===== src/rtl/uart_tx_arbiter.sv =====
// Round-robin arbiter sharing one UART byte serializer among four requesters.
// Grants one byte, strobes tx_start, holds the byte for a full frame, then waits a guard gap.
module uart_tx_arbiter #(
  parameter int FRAME_CYCLES = 104245,
  parameter int GAP_CYCLES   = 4
) (
  input  logic        sys_clk,
  input  logic        rst_n,
  input  logic [3:0]  req,
  input  logic [31:0] req_data,
  output logic [3:0]  ack,
  output logic [1:0]  grant_id,
  output logic        busy,
  output logic        tx_start,
  output logic [7:0]  tx_data
);

  typedef enum logic [2:0] {SETTLE, IDLE, START, HOLD, GAP} state_t;

  localparam logic [16:0] SETTLE_LAST = 17'd1;
  localparam logic [16:0] FRAME_LAST  = 17'(FRAME_CYCLES - 1);
  localparam logic [16:0] GAP_LAST    = 17'(GAP_CYCLES - 1);

  state_t      state_q, state_d;
  logic [16:0] cnt_q, cnt_d;
  logic [1:0]  last_grant_q, last_grant_d;
  logic [1:0]  grant_id_q, grant_id_d;
  logic [7:0]  tx_data_q, tx_data_d;
  logic [3:0]  ack_q, ack_d;

  logic        found;
  logic [1:0]  winner;
  logic [1:0]  probe;

  // Search begins just after the last served requester and wraps ascending.
  always_comb begin
    found  = 1'b0;
    winner = last_grant_q;
    probe  = last_grant_q;
    for (int k = 1; k <= 4; k++) begin
      probe = last_grant_q + 2'(k);
      if (!found && req[probe]) begin
        found  = 1'b1;
        winner = probe;
      end
    end
  end

  always_comb begin
    state_d      = state_q;
    cnt_d        = cnt_q + 17'd1;
    last_grant_d = last_grant_q;
    grant_id_d   = grant_id_q;
    tx_data_d    = tx_data_q;
    ack_d        = 4'b0000;
    case (state_q)
      SETTLE: begin
        if (cnt_q == SETTLE_LAST) begin
          state_d = IDLE;
          cnt_d   = 17'd0;
        end
      end
      IDLE: begin
        cnt_d = 17'd0;
        if (found) begin
          state_d    = START;
          grant_id_d = winner;
          tx_data_d  = req_data[{winner, 3'b000} +: 8];
          ack_d      = 4'b0001 << winner;
        end
      end
      START: begin
        state_d = HOLD;
        cnt_d   = 17'd0;
      end
      HOLD: begin
        if (cnt_q == FRAME_LAST) begin
          state_d = GAP;
          cnt_d   = 17'd0;
        end
      end
      GAP: begin
        if (cnt_q == GAP_LAST) begin
          state_d      = IDLE;
          cnt_d        = 17'd0;
          last_grant_d = grant_id_q;
        end
      end
      default: begin
        state_d = SETTLE;
        cnt_d   = 17'd0;
      end
    endcase
  end

  always_ff @(posedge sys_clk) begin
    if (!rst_n) begin
      state_q      <= SETTLE;
      cnt_q        <= 17'd0;
      last_grant_q <= 2'd3;
      grant_id_q   <= 2'd0;
      tx_data_q    <= 8'h00;
      ack_q        <= 4'b0000;
    end else begin
      state_q      <= state_d;
      cnt_q        <= cnt_d;
      last_grant_q <= last_grant_d;
      grant_id_q   <= grant_id_d;
      tx_data_q    <= tx_data_d;
      ack_q        <= ack_d;
    end
  end

  assign ack      = ack_q;
  assign grant_id = grant_id_q;
  assign tx_data  = tx_data_q;
  assign tx_start = (state_q == START);
  assign busy     = (state_q == START) || (state_q == HOLD) || (state_q == GAP);

endmodule


===== config.mk =====
export PLATFORM = sky130hd
export DESIGN_NAME = uart_tx_arbiter
export DESIGN_NICKNAME = d
export VERILOG_FILES = /design/src/rtl/uart_tx_arbiter.sv
export SDC_FILE = /design/constraint.sdc
export NUM_CORES = 1
export LEC_CHECK = 0
export CAP_MARGIN = 20
export CELL_PAD_IN_SITES_DETAIL_PLACEMENT = 0
export CELL_PAD_IN_SITES_GLOBAL_PLACEMENT = 1
export CORE_UTILIZATION = 38
export CTS_CLUSTER_SIZE = 25
export DETAILED_ROUTE_END_ITERATION = 6
export HOLD_SLACK_MARGIN = 0.1
export PLACE_DENSITY_LB_ADDON = 0.15
export SLEW_MARGIN = 20
export SYNTH_ARGS = -nofsm -noshare
export SYNTH_HDL_FRONTEND = slang
export SYNTH_SLANG_ARGS = --single-unit
export TNS_END_PERCENT = 20

===== constraint.sdc =====
create_clock -name sys_clk -period 3.7 [get_ports sys_clk]
set_clock_uncertainty 0.1 [all_clocks]
set_input_delay 0.925 -clock sys_clk [delete_from_list [all_inputs] [get_ports sys_clk]]
set_output_delay 0.925 -clock sys_clk [all_outputs]
set_load 0.1 [all_outputs]

-- After elaboration in Yosys (flattened, before gate mapping)
Index checks and enable logic that the tools add are counted.
- bits in registers: 36
- output and inout port bits: 16
- order comparisons: 4
- mux-type cells: 25
- $add $sub $neg: 4
- reductions and logical operators: 13
- shifts and indexed selects: 2
- eq/ne operators: 11
- operators with widths (operator ; number):
    $mux W17 ; 3
    $pmux W17 S3 ; 1
    $shiftx A32 B6 Y8 ; 1
    $add A17 B1 Y17 const B ; 1
    $eq A17 B1 Y1 const B ; 1
    $eq A17 B17 Y1 const B ; 1
    $eq A17 B2 Y1 const B ; 1
    $pmux W3 S5 ; 1
    $lt A2 B3 Y1 const B ; 4
    $mux W3 ; 4
    $bmux W1 S2 ; 4
    $mux W1 ; 8
    $mux W2 ; 4
    $ne A2 B2 Y1 const B ; 4
    $eq A3 B2 Y1 const B ; 2
    $add A2 B2 Y2 const B ; 2
    $reduce_and A2 Y1 ; 2
    $reduce_and A4 Y1 ; 1
    $shl A1 B2 Y4 const A ; 1
    $eq A3 B1 Y1 const B ; 1
    $eq A3 B3 Y1 const B ; 1
    $logic_and A1 B1 Y1 ; 3
    $logic_not A1 Y1 ; 3
    $logic_not A3 Y1 ; 1
    other kinds (3) ; 4

-- Longest topological paths before layout
Gate-level depths: netlist of run 1.
- depth after elaboration: 15
- gate-level depth with buffers: 8
- depth with buffers taken out: 7

-- Worst setup path after synthesis of run 1
OpenSTA, ideal clock, no wires.
- kind: reg2out
- start point: register state_q[1]
- end point: output tx_start
- arrival time: 1.878 ns
- buffers on the path: 1
- slack: 0.797 ns
- required time: 2.675 ns
- stages on the path, launching flop included: 4
- cells stage by stage: dfxtp_1 clkbuf_1 nand2b_1 nor2_1
- longest elaborated chain between the ends: 1
- ends and longest elaborated chain (element ; line ; text):
    start, declared ; 24 ; state_t state_q, state_d;
    start signal, assigned ; 105 ; state_q <= state_d;
    $eq A3 B2 Y1 ; 117 ; assign tx_start = (state_q == START);
    end, declared ; 14 ; output logic tx_start,
Every way passes these cells.

-- Worst setup path in the final report of run 1
- start point: register tx_data_q[1], in the netlist tx_data[1]
- end point: output tx_data[1]
- RTL lines (element ; line ; text):
    start, declared ; 28 ; logic [7:0] tx_data_q, tx_data_d;
    start signal, assigned ; 109 ; tx_data_q <= tx_data_d;
    end, declared ; 15 ; output logic [7:0] tx_data
No word-level cell between the ends.

==> results_dict.tcl, run 1 <==
set metrics [dict create \
    syn_area_per_cell_sq_um 8.882 \
    setup_ws_ns 0.9305 \
    critPathBufInv 1 \
    finalPower_mw 1.303 \
    critPathSlowestCell "clkdlybuf4s50_1" \
    leakage_nw 0.9751 \
    synth_edf_count 0 \
    placed_cell_area_sq_um 2537 \
    synth_flop_cell "dfxtp_1" \
    route.detailed.drc 0 \
    drv_slew 0 \
    grt_pass1_vias 1497 \
    fmax_ghz 0.3611 \
    cts_setup_buffers 0 \
    ys_warn_count 0 \
    cts_buffers 5 \
    place_ws_ns 0.6486 \
    grt_max_degree 18 \
    clk_pin_slew_ns 0.07 \
    rows 25 \
    whs_ns 0.3768 \
    reg2reg_from "last_grant_q[1]" \
    syn-num-nets 264 \
    placed_cells 337 \
    crit_family "buffers and inverters" \
    layout.nets 318 \
    worst_pin_slew_ns 0.9724 \
    hold_path_class "flip-flop to flip-flop" \
    dp_hpwl_um 3500 \
    netlist_top_cells_count "36 x dfxtp_1, 24 x nor2_1, 23 x nand2_1, 11 x mux2i_1, 11 x xor2_1" \
    ys_ff_latch 36 \
    antenna_found_initial 0 \
    grt_setup_unrepaired "false" \
    cts_resized 0 \
    globalRouteTotalUtil 0.1699 \
    fin_util 0.5392 \
    die_area_sq_um 5505 \
    final.period_utilization 0.7485 \
    syn_inst 223 \
    clk_latency_ns 0.28 \
    power_density_nw_per_um2 495.3 \
    clock-sinks 36 \
    ioPinCount 54 \
    vias 1764 \
    design_area_sq_um 2631 \
    critPathRequiredTime_ns 2.67 \
    worst-setup-path-type "flip-flop to output port" \
    postCtsHoldBufs 0 \
    wl_per_cell_um 13.45 \
    hold_viol_final 0 \
    synthArstFlopShare 0 \
    setup_viol 0 \
    cpPeakStageDelay_ns 1.13 \
    status "completed" \
    h-tree-depth 2 \
    cts_root_buf "clkbuf_8" \
    synthTopCellsByArea "dfxtp_1 36%, mux2i_1 5.6%, xor2_1 4.9%" \
    synth_top_area_share 0.3639 \
    port_buffers 53 \
    initial_core_util 0.4059 \
    synthDistinctLibCells 44 \
    area_delta_synth_final_pct 32.85 \
    synth_top_area_cell "dfxtp_1" \
    grt_pass1_wl_um 7148 \
    fin_crit_ns 2.769 \
    startpoint "tx_data[1]" \
    peakVddDrop_mv 0.4497 \
    worstSetupEndpointType "output port" \
    place.gp.congestion 0.7788 \
    stdcell_count 345 \
    first_pass_iters 4 \
    grt_overflow 0 \
    cts.path.max_buffers 2 \
    die_y_um 74.20 \
    yosysMostFrequentCell "dfxtp_1" \
    cts_tree "yes" \
    drt_wl_total_um 4640 \
    cp.arrival_ns 1.74 \
    ys_seq_area_frac 0.3639 \
    path_max_fanout 2 \
    netlist_area_sq_um 1981 \
    startpoint_type "flip-flop" \
    via_per_inst 5.113 \
    core_area_sq_um 4880 \
    max_slew_margin 0.3497 \
    finalSetupTns_ns 0 \
    layout-drive-gt1-share 0.1115 \
    drv_cap 0 \
    drt-initial-drc-count 87 \
    crit_chain "clkdlybuf4s50_1" \
    antenna_cells 0 \
    die_x_um 74.20 \
    min_from "tx_data[7]" \
    detail-route-antenna-nets 0 \
]
-- power breakdown --
part           internal (mW)  switching, mW
combinational          0.168          0.375
clock                  0.151          0.135
sequential             0.430         0.0433
-- layout make-up --
class                           instances  area (sq um)
Tap cell                               67         83.83
Inverter                                4         15.01
Clock inverter                          1         7.507
Sequential cell                        36         720.7
Timing Repair Buffer                   55         523.0
Fill cell                             512          2248
Multi-Input combinational cell        175          1195
Clock buffer                            7         86.33
-- worst paths after layout --
check	endpoint	slack, ns	cells after the start
max reg2reg	tx_data[6]	1.69	5
max	tx_data[1]	0.93	1
min	tx_data[7]	0.38	2
min reg2reg	tx_data[7]	0.38	2
-- registers in the layout, summed over array words and instances (netlist names) --
name          count
last_grant_q      2
grant_id          2
tx_data           8
ack               4
state_q           3
cnt_q            17
-- routing by layer --
layer,share of wire,track usage,wire length [um],vias up
li1,-,-,-,913
met1,0.51,0.2419,2378,812
met2,0.44,0.2576,2029,34
met3,0.041,0.03930,190,5
met4,0.0091,0.04487,42,0
met5,0,0,0,-
-- logic make-up (layout without fill, tap and decap cells) --
kind of cell             Yosys count  in the layout  synth area share
multiplexers                      11             11           0.05559
flip-flops                        36             36            0.3639
buffers and inverters             12             67           0.03284
AND/OR/NAND/NOR                  102            102            0.2931
AO/OA/AOI/OAI                     44             44            0.1693
adder cells (fa/ha/maj)            3              3           0.01895
XOR/XNOR                          15             15           0.06633
-- cells in the final DEF, fill, tap and decap left out, drive strengths merged, types with 6 or more instances in the layout --
cell / Yosys / routed
clkdlybuf4s50: 0 / 44
dfxtp: 36 / 36
nor2: 25 / 25
nand2: 23 / 23
xor2: 11 / 11
mux2i: 11 / 11
buf: 4 / 11
and4: 10 / 10
o31a: 9 / 9
nand3: 9 / 9
o21ai: 8 / 8
o211ai: 8 / 8
nor3: 7 / 7
clkbuf: 4 / 7
nand2b: 6 / 6
a21oi: 6 / 6
-- tightest hold or removal path: stages (launching register included) --
cell,delay [ns]
dfxtp_1,0.33
nand2_1,0.05
o211ai_1,0.06
No activity file was read; power rests on OpenSTA's default activity.
==> inputs of run 2 (changes only) <==
CORE_UTILIZATION = 32   (was 38)
clock period = 2.45 ns   (was 3.7 ns; I/O delays follow)
==> run 2 against run 1 <==
Critical path depth is 6 higher. Clock power is 56% higher. Design area is 4.9% higher. Utilization is 7.6 points lower. First-iteration DRC count is 23% lower. Via count is 1.4% higher. Critical endpoint is now tx_data[3].
==> results_dict.tcl, run 2 (synthesis results as in run 1) <==
set metrics [dict create \
    status "completed" \
    fin_crit_ns 2.248 \
    peakVddDrop_mv 0.7227 \
    drv_cap 0 \
    clk_latency_ns 0.29 \
    combPwrFrac 0.432 \
    grt_overflow 0 \
    cts_resized 0 \
    layout-drive-gt1-share 0.1793 \
    area_delta_synth_final_pct 39.29 \
    hold_viol_final 0 \
    die_area_sq_um 6508 \
    place.gp.congestion 0.8071 \
    via_per_inst 4.899 \
    layout.nets 330 \
    die_x_um 80.68 \
    grt_max_degree 18 \
    globalRouteTotalUtil 0.1615 \
    worstSetupEndpointType "flip-flop" \
    grt-busiest-layer "met2" \
    port_buffers 53 \
    cts_tree "yes" \
    power_frac_seq 0.350 \
    clk_pin_slew_ns 0.07 \
    finalPower_mw 2.047 \
    detail-route-antenna-nets 0 \
    power_density_nw_per_um2 742.0 \
    swShare 0.4267 \
    hold_depth 2 \
    dp_hpwl_um 3700 \
    design_area_sq_um 2759 \
    critPathRequiredTime_ns 2.56 \
    route.detailed.drc 0 \
    reg2reg_from "cnt_q[3]" \
    fmax_ghz 0.4449 \
    largest_reg_flops 17 \
    switchingPower_uw 873.4 \
    core_area_sq_um 5956 \
    path_max_fanout 8 \
    leakage_nw 1.068 \
    final_cell_mix "37 x clkdlybuf4s50_1, 36 x dfxtp_1, 27 x buf_4, 23 x nand2_1, 23 x nor2_1" \
    drt_wl_total_um 4906 \
    initial_core_util 0.3326 \
    final.period_utilization 0.9174 \
    min_from "tx_data[6]" \
    top_register "cnt_q" \
    ioPinCount 54 \
    reg2reg_slack_ns 0.29 \
    vias 1788 \
    wl_per_cell_um 13.44 \
    drv_slew 0 \
    worst-setup-path-type "primary input to flip-flop" \
    clock-sinks 36 \
    worst_pin_slew_ns 0.7551 \
    grt_pass1_wl_um 7997 \
    n_fill_cell 598 \
    antenna_cells 0 \
    internal-power_mw 1.174 \
    met1_usage 0.2277 \
    h-tree-depth 2 \
    cts_root_buf "clkbuf_8" \
    grt_pass1_vias 1682 \
    cts_buffers 5 \
    postCtsHoldBufs 0 \
    grt_setup_unrepaired "false" \
    first_pass_iters 4 \
    met3_usage 0.03864 \
    startpoint_type "primary input" \
    ff2ff_path_depth 5 \
    hold_path_class "flip-flop to flip-flop" \
    min_to "tx_data[6]" \
    antenna_found_initial 0 \
    cp.arrival_ns 2.36 \
    whs_ns 0.3769 \
    multi_input_area_sq_um 1204 \
    placed_cell_area_sq_um 2660 \
    r2r_end "cnt_q[12]" \
    drt-initial-drc-count 67 \
    cts.path.max_buffers 2 \
    final_common_cell "clkdlybuf4s50_1" \
    setup_viol 0 \
    cts_setup_buffers 0 \
    clkPwrFrac 0.218 \
    regArea_sq_um 720.7 \
    use_met2 0.2398 \
    max_slew_margin 0.4950 \
    rows 28 \
    die_y_um 80.68 \
]
run 2: metal layers:
metal / part of all wire / wire, um / vias to the layer above
li1: - / - / 944
met4: 0.011 / 54 / 0
met3: 0.033 / 164 / 5
met5: 0 / 0 / -
met2: 0.44 / 2163 / 30
met1: 0.51 / 2523 / 809
run 2: worst max-delay path: stages:
cell and delay [ns]:
clkdlybuf4s50_1 0.42, or4_4 0.55, and3_1 0.24, buf_4 0.15, nor2_4 0.21, nand2_1 0.10, o211ai_1 0.08
run 2: worst max-delay path by stage:
stage                     slack [ns]       start  cells after the start    endpoint
after floorplan                 0.22  state_q[2]                      4        busy
after global placement         -0.04      req[1]                      7  tx_data[3]
after detailed placement        -0.1      req[0]                      7  tx_data[1]
after CTS                       0.21      req[0]                      7  tx_data[1]
after global routing            0.07    cnt_q[3]                      5    cnt_q[5]
final                           0.20      req[1]                      7  tx_data[3]
run 2: power by group through the flow:
stage	registers [mW]	logic (mW)	clock network [mW]
after CTS	0.716	0.887	0.462
after global routing	0.728	0.933	0.494
after floorplan	0.963	0.397	0
final	0.716	0.885	0.447
after detailed placement	0.730	0.884	0
after global placement	0.731	0.882	0
run 2: cell type report:
cell class | instances | area share
inverter | 4 | 0.005442
clock inverter | 2 | 0.003628
clock buffer | 6 | 0.02993
sequential | 36 | 0.2612
timing repair buffer | 67 | 0.2295
tap | 75 | 0.03401
multi-input combinational | 175 | 0.4363
run 2: per-stage QoR:
stage               TNS (ns)  cells  utilization  worst slack, ns
detailed placement   -0.6938    357       0.4466         -0.09791
floorplan                  0    223            -           0.2220
global placement     -0.3149    357       0.4466         -0.04403
global route               0    365       0.4632          0.06825
CTS                        0    365       0.4622           0.2059
finish                     0    365       0.4632           0.2025
==> inputs of run 3 (changes only) <==
CORE_UTILIZATION = 33   (was 32)
CTS_BUF_LIST = sky130_fd_sc_hd__clkbuf_8   (was unset)
GPL_TIMING_DRIVEN = 0   (was unset)
==> run 3 against run 2 <==
Cell count shrank 3.0%. Register-to-register slack gained 0.09 ns. Non-clock buffer count fell by 8. Worst hold slack worse by 0.010 ns. Count of clock-buffer cells in the layout increased by 1. Sequential share of layout area rose by 0.26 points. Design area fell by 1.0%. Via count shrank 1.5%. Routed wire length up 1.7%. Sequential power decreased by 4.1%. First-iteration DRC count did not move. Critical path type unchanged. Highest routed layer unchanged.
==> results_dict.tcl, run 3 (synthesis results as in run 1) <==
set metrics [dict create \
    status "completed" \
    clock-sinks 36 \
    globalRouteTotalUtil 0.1608 \
    grt_overflow 0 \
    layout.nets 322 \
    core_area_sq_um 5642 \
    power_frac_seq 0.323 \
    design_area_sq_um 2731 \
    vias 1761 \
    reg2reg_from "cnt_q[3]" \
    detail-route-antenna-nets 0 \
    cts_tree "yes" \
    cp.arrival_ns 2.44 \
    internal-power_mw 1.266 \
    via_per_inst 4.975 \
    dp_hpwl_um 3637 \
    startpoint "req[3]" \
    clk_pin_slew_ns 0.08 \
    drt-initial-drc-count 67 \
    layout-drive-gt1-share 0.09929 \
    ioPinCount 54 \
    grt_pass1_vias 1629 \
    cts_setup_buffers 0 \
    rows 27 \
    port_buffers 52 \
    regArea_sq_um 720.7 \
    final.period_utilization 0.9680 \
    antenna_cells 0 \
    largest_reg_flops 17 \
    leakage_nw 1.123 \
    hold_path_class "flip-flop to flip-flop" \
    worst_pin_slew_ns 0.9849 \
    place_ws_ns -0.4297 \
    h-tree-depth 2 \
    n_fill_cell 556 \
    clkPwrFrac 0.271 \
    multi_input_area_sq_um 1217 \
    wl_per_cell_um 14.10 \
    placed_cell_area_sq_um 2594 \
    reg2reg_slack_ns 0.38 \
    cts.path.max_buffers 2 \
    r2r_end "cnt_q[5]" \
    drt_wl_total_um 4990 \
    final_cell_mix "36 x dfxtp_1, 34 x clkdlybuf4s50_1, 23 x nand2_1, 23 x nor2_1" \
    crit_chain "clkdlybuf4s50_1, or4_4, and3_1, buf_6, nor3b_4, o21ai_0, o211ai_1" \
    hold_depth 2 \
    route.detailed.drc 0 \
    antenna_found_initial 0 \
    drv_slew 0 \
    die_x_um 79.47 \
    top_register "cnt_q" \
    first_pass_iters 4 \
    setup_ws_ns 0.07847 \
    initial_core_util 0.3511 \
    cpPeakStageDelay_ns 0.54 \
    grt_setup_unrepaired "false" \
    clk_latency_ns 0.28 \
    drv_cap 0 \
    setup_viol 0 \
    grt_max_degree 12 \
    grt_pass1_wl_um 7941 \
    area_delta_synth_final_pct 37.90 \
    path_max_fanout 10 \
    peakVddDrop_mv 0.4183 \
    ff2ff_path_depth 6 \
    max_slew_margin 0.3460 \
    fin_util 0.4841 \
    cts_buffers 5 \
    combPwrFrac 0.405 \
    worstSetupEndpointType "flip-flop" \
    switchingPower_uw 857.2 \
    critPathRequiredTime_ns 2.52 \
    die_y_um 79.47 \
    final_common_cell "dfxtp_1" \
    place.gp.congestion 0.7533 \
    fmax_ghz 0.4217 \
    power_density_nw_per_um2 777.3 \
    min_to "tx_data[1]" \
    swShare 0.4037 \
    fin_crit_ns 2.372 \
    worst-setup-path-type "primary input to flip-flop" \
    min_from "tx_data[1]" \
    hold_viol_final 0 \
    die_area_sq_um 6315 \
    startpoint_type "primary input" \
    critPathSlowestCell "or4_4" \
    cts_root_buf "clkbuf_8" \
]
run 3: cell count changes in the layout (fill, tap and decap cells not counted), sizes merged:
cell / change
clkbuf: +5
buf: -25
dlygate4sd2: +11
dlymetal6s2s: +5
clkinv: -2
clkdlybuf4s50: -3
bufinv: +1
run 3: cell type report:
class	count	share of cell area
multi-input combinational	175	0.4457
sequential	36	0.2639
timing repair buffer	52	0.1874
clock buffer	7	0.03527
tap	72	0.03298
buffer	7	0.01832
clock inverter	1	0.01099
inverter	4	0.005497
run 3: per-stage QoR:
step           hold WS (ns)  setup TNS, ns  std cells  power, mW
6_report             0.3668              0        354      2.123
2_1_floorplan        0.3404              0        223      1.361
5_1_grt              0.3934              0        354      2.245
3_5_place_dp         0.3593         -3.560        347      1.594
4_1_cts              0.3706       -0.04272        355      2.143
3_3_place_gp         0.3529         -3.419        347      1.591
run 3: repair_timing:
| action | 4_1_cts | 5_1_grt |
|---|---|---|
| gates resized for setup | 19 | 13 |
| endpoints found under the setup margin | 13 | 13 |
| hold buffers | 0 | 0 |
run 3: routing by layer:
layer,part of all wire,GRT usage,vias up
li1,-,-,924
met1,0.51,0.2231,800
met2,0.45,0.2513,35
met3,0.038,0.03086,2
met4,0.0054,0.04364,0
met5,0,0,-
run 3: worst max-delay path, delay by kind of cell:
family                 cells  cell delay (ns)
AND/OR/NAND/NOR            3             0.93
AO/OA/AOI/OAI              2             0.24
buffers and inverters      2             0.64
run 3: power by group through the flow:
| stage | clock network, mW | registers, mW | logic [mW] |
|---|---|---|---|
| finish | 0.576 | 0.687 | 0.861 |
| global route | 0.624 | 0.696 | 0.925 |
| CTS | 0.593 | 0.684 | 0.866 |
| detailed placement | 0 | 0.699 | 0.895 |
| global placement | 0 | 0.697 | 0.893 |
| floorplan | 0 | 0.963 | 0.397 |
run 3: worst max-delay path by stage:
| stage | endpoint | slack (ns) | cells past startpoint |
|---|---|---|---|
| finish | tx_data[4] | 0.08 | 7 |
| global route | busy | 0.002 | 5 |
| CTS | busy | -0.04 | 5 |
| detailed placement | busy | -0.43 | 5 |
| global placement | busy | -0.42 | 5 |
| floorplan | busy | 0.22 | 4 |
==> variant 1: new RTL, config.mk and constraints of run 1 <==
Make the reset (`rst_n`) asynchronous in one clocked block.
--- a/src/rtl/uart_tx_arbiter.sv
+++ b/src/rtl/uart_tx_arbiter.sv
@@ -93,7 +93,7 @@
     endcase
   end
 
-  always_ff @(posedge sys_clk) begin
+  always_ff @(posedge sys_clk or negedge rst_n) begin
     if (!rst_n) begin
       state_q      <= SETTLE;
       cnt_q        <= 17'd0;
Function: differs if rst_n is asserted again (counterexample within 4 cycles, from zero or initial values and one cycle with rst_n low); with rst_n held inactive, the same outputs for 10 cycles.
==> variant 1 against run 1 <==
- die area up 6.6%
- wire length up 3.3%
- core utilization decreased by 1.7 points
- non-clock buffer count grew 1
- final area rose by 4.0%
- sequential cell count is the same
- worst setup slack worse by 3.9 ps
- synthesized cell count shrank 11%
- area after synthesis is 6.8% higher
Power is not compared: it rests on default switching activity, and its combinational part moved more than twofold at a synthesized area within 25%.
==> variant 1: results (changes against run 1) <==
metric,value,unit,change
seq_area,903,µm²,was 721 µm²
avgViaCountPerCell,5.22,,was 5.11
holdWs,410,ps,was 377 ps
dp.cells,314,,was 337
clk_share,2.97,%,was 3.57%
min_delay_path_depth,1,,was 2
status,"complete, no violations",,unchanged
grt_util_met3,4.19,%,was 3.93%
signal_buffers,56,,was 55
r2r_end,cnt_q[15]$_DFF_PN0_,,was tx_data[6]$_SDFFE_PN0P_
gr-usage-met1,22.1,%,was 24.2%
yosys.area_share.xor_xnor,4.97,%,was 6.63%
r2r-start,cnt_q[2]$_DFF_PN0_,,was last_grant_q[1]$_SDFFE_PN1P_
yosys_most_used_dff,dfrtp_1,,was dfxtp_1
r2r_cells,4,,was 5
synth_compound_area_share,16.1,%,was 16.9%
buf_share,19.0,%,was 19.9%
fin_nets,292,,was 318
post-dp-hpwl,3.47,mm,was 3.50 mm
holdPathEnd,cnt_q[0]$_DFF_PN0_,,was tx_data[7]$_SDFFE_PN0P_
ys_top_cells_by_count,"34 x dfrtp_1, 19 x mux2i_1, 17 x nor2_1",,"was 36 x dfxtp_1, 24 x nor2_1, 23 x nand2_1"
synth.area.top_cells,"dfrtp_1 40%, mux2i_1 9.0%, a221oi_2 5.7%",,"was dfxtp_1 36%, mux2i_1 5.6%, xor2_1 4.9%"
synth_fp_nets,239,,was 264
grt_max_degree,37,,was 18
min-delay-start,cnt_q[0]$_DFF_PN0_,,was tx_data[7]$_SDFFE_PN0P_
wl_met3,203,µm,was 190 µm
post-synth-top-count-cell,dfrtp_1,,was dfxtp_1
multi_input_area_share,41.1,%,was 45.4%
met2_length,2.16,mm,was 2.03 mm
drive_gt1_share,17.9,%,was 11.2%
r2r_slack,1430,ps,was 1690 ps
synth_area_per_cell,10.7,µm²,was 8.88 µm²
nNonClkInverters,5,,was 4
fp.dieW,76.6,µm,was 74.2 µm
routedWlPerCell,14.9,µm,was 13.4 µm
gp_congestion,0.739,,was 0.779
synthAdderAreaFrac,1.78,%,was 1.90%
wl_met1,2.35,mm,was 2.38 mm
## variant 1: cell types whose count changed after synthesis, moves of 9 or more
cell / delta
dfrtp_1: +34
nand2_1: -14
dfxtp_1: -36
o31a_1: -9
a21oi_1: +11
## variant 1: through the flow
stage	setup slack (ps)	instance area, µm²	utilization (%)
2_1_floorplan	803	2110	-
3_3_place_gp	801	2660	50.7
3_5_place_dp	756	2660	50.7
4_1_cts	902	2740	52.3
5_1_grt	890	2740	52.3
6_report	927	2740	52.3
## variant 1: worst max-delay path by stage
stage / from / endpoint / slack [ps] / depth (start not counted)
final: ack[1]$_DFF_PN0_ / ack[1] / 930 / 1
after global routing: ack[1]$_DFF_PN0_ / ack[1] / 890 / 1
after CTS: ack[1]$_DFF_PN0_ / ack[1] / 900 / 1
after detailed placement: req[1] / tx_data[0]$_DFFE_PN0P_ / 760 / 6
after global placement: req[1] / tx_data[0]$_DFFE_PN0P_ / 800 / 6
after floorplan: state_q[2]$_DFFE_PN0P_ / tx_start / 800 / 2
==> variant 2: new RTL, flow settings as in run 1 <==
Made on the original files. The parameter `FRAME_CYCLES` goes from 104245 to 52122.
--- a/src/rtl/uart_tx_arbiter.sv
+++ b/src/rtl/uart_tx_arbiter.sv
@@ -1,7 +1,7 @@
 // Round-robin arbiter sharing one UART byte serializer among four requesters.
 // Grants one byte, strobes tx_start, holds the byte for a full frame, then waits a guard gap.
 module uart_tx_arbiter #(
-  parameter int FRAME_CYCLES = 104245,
+  parameter int FRAME_CYCLES = 52122,
   parameter int GAP_CYCLES   = 4
 ) (
   input  logic        sys_clk,
Formal check against the unedited RTL: no difference found for any inputs over 10 cycles, from zero or initial values and one cycle with rst_n low; that may be too few to reach the edited logic, so the function may still have changed.
==> variant 2 against run 1 <==
- clock power up 6%
- largest cell class unchanged
- via count up 4.2%
- sequential cell count unchanged
- final area down 2.8%
- die area down 3.6%
- critical endpoint is now tx_data[0]$_SDFFE_PN0P_
- wire length up 6.1%
- highest routed layer unchanged
- sequential power down 0.8%
- area after synthesis down 3.7%
- sequential share of layout area up 0.78 points
- register-to-register slack worse by 220 ps
- critical path type is now input pin to flip-flop
- combinational power up 1%
- power up 1.5%
- core utilization down 0.46 points
- worst setup slack worse by 28 ps
==> variant 2: results (changes against run 1) <==
metric,value,unit,change
multi_input_area,0.00112,mm²,was 0.00119 mm²
switching_share,43.9,%,was 42.5%
nNonClkInverters,3,,was 4
routedWlPerCell,13.9,µm,was 13.4 µm
multi_input_gates,183,,was 175
status,"complete, no violations",,unchanged
syn_to_final_growth,34.1,%,was 32.8%
fin_nets,326,,was 318
synth_fp_nets,274,,was 264
first_global_vias,1690,,"was 1,497"
critPathArrivalTime,2930,ps,was 1740 ps
ys_top_cells_by_count,"36 x dfxtp_1, 29 x nand2_1, 25 x nand3_1",,"was 36 x dfxtp_1, 24 x nor2_1, 23 x nand2_1"
crit_family,simple AND/OR/NAND/NOR gates,,was buffers and inverters
seq_area_share,28.2,%,was 27.4%
clk_share,3.77,%,was 3.57%
placed_area,0.00246,mm²,was 0.00254 mm²
post-dp-hpwl,3.66,mm,was 3.50 mm
synth.area.top_cells,"dfxtp_1 38%, nand3_1 6.6%, nand4_1 6.2%",,"was dfxtp_1 36%, mux2i_1 5.6%, xor2_1 4.9%"
leakagePower,0.963,nW,was 0.975 nW
grt_first_pass_wirelength,8.13,mm,was 7.15 mm
drive_gt1_share,10.8,%,was 11.2%
fin_crit,2800,ps,was 2770 ps
holdWs,380,ps,was 377 ps
dieArea,0.00531,mm²,was 0.00550 mm²
vdd_drop_max,0.257,mV,was 0.450 mV
num-fill-cells,459,,was 512
syn-instance-count,234,,was 223
-- variant 2: cell families (layout without fill, tap and decap cells) --
kind of cell	Yosys count	after routing	share of synthesized area (%)
simple gates	131	131	35.5
compound gates	31	31	12.8
buf+inv	15	68	3.61
fa+ha+maj	2	2	1.31
xor+xnor	15	15	6.89
flops	36	36	37.8
mux	4	4	2.16
-- variant 2: worst paths after layout --
path                                         startpoint                      end  cells past startpoint
worst max register to register  state_q[0]$_SDFFE_PN0P_  tx_data[0]$_SDFFE_PN0P_                      5
worst min-delay path            tx_data[7]$_SDFFE_PN0P_  tx_data[7]$_SDFFE_PN0P_                      2
worst min register to register  tx_data[7]$_SDFFE_PN0P_  tx_data[7]$_SDFFE_PN0P_                      2
worst max-delay path                             req[3]  tx_data[0]$_SDFFE_PN0P_                      6
-- variant 2: routing by layer --
metal / routed length (µm) / up-vias / track usage (%)
li1: - / 949 / -
met3: 216 / 5 / 5.39
met4: 45 / 0 / 4.79
met2: 2190 / 35 / 29.5
met5: 0 / - / 0
met1: 2470 / 849 / 28.2
-- variant 2: power by group through the flow --
stage                     registers (mW)  logic, mW  clock network, mW
final                              0.470      0.550              0.304
after global routing               0.476      0.581              0.330
after CTS                          0.469      0.552              0.311
after detailed placement           0.478      0.549                  0
after global placement             0.479      0.548                  0
after floorplan                    0.631      0.270                  0
-- variant 2: tightest hold or removal path, delay by kind of cell (launching register included) --
| kind | cells | cell delay (ps) |
|---|---|---|
| DFF | 1 | 340 |
| and+or+nand+nor | 2 | 110 |
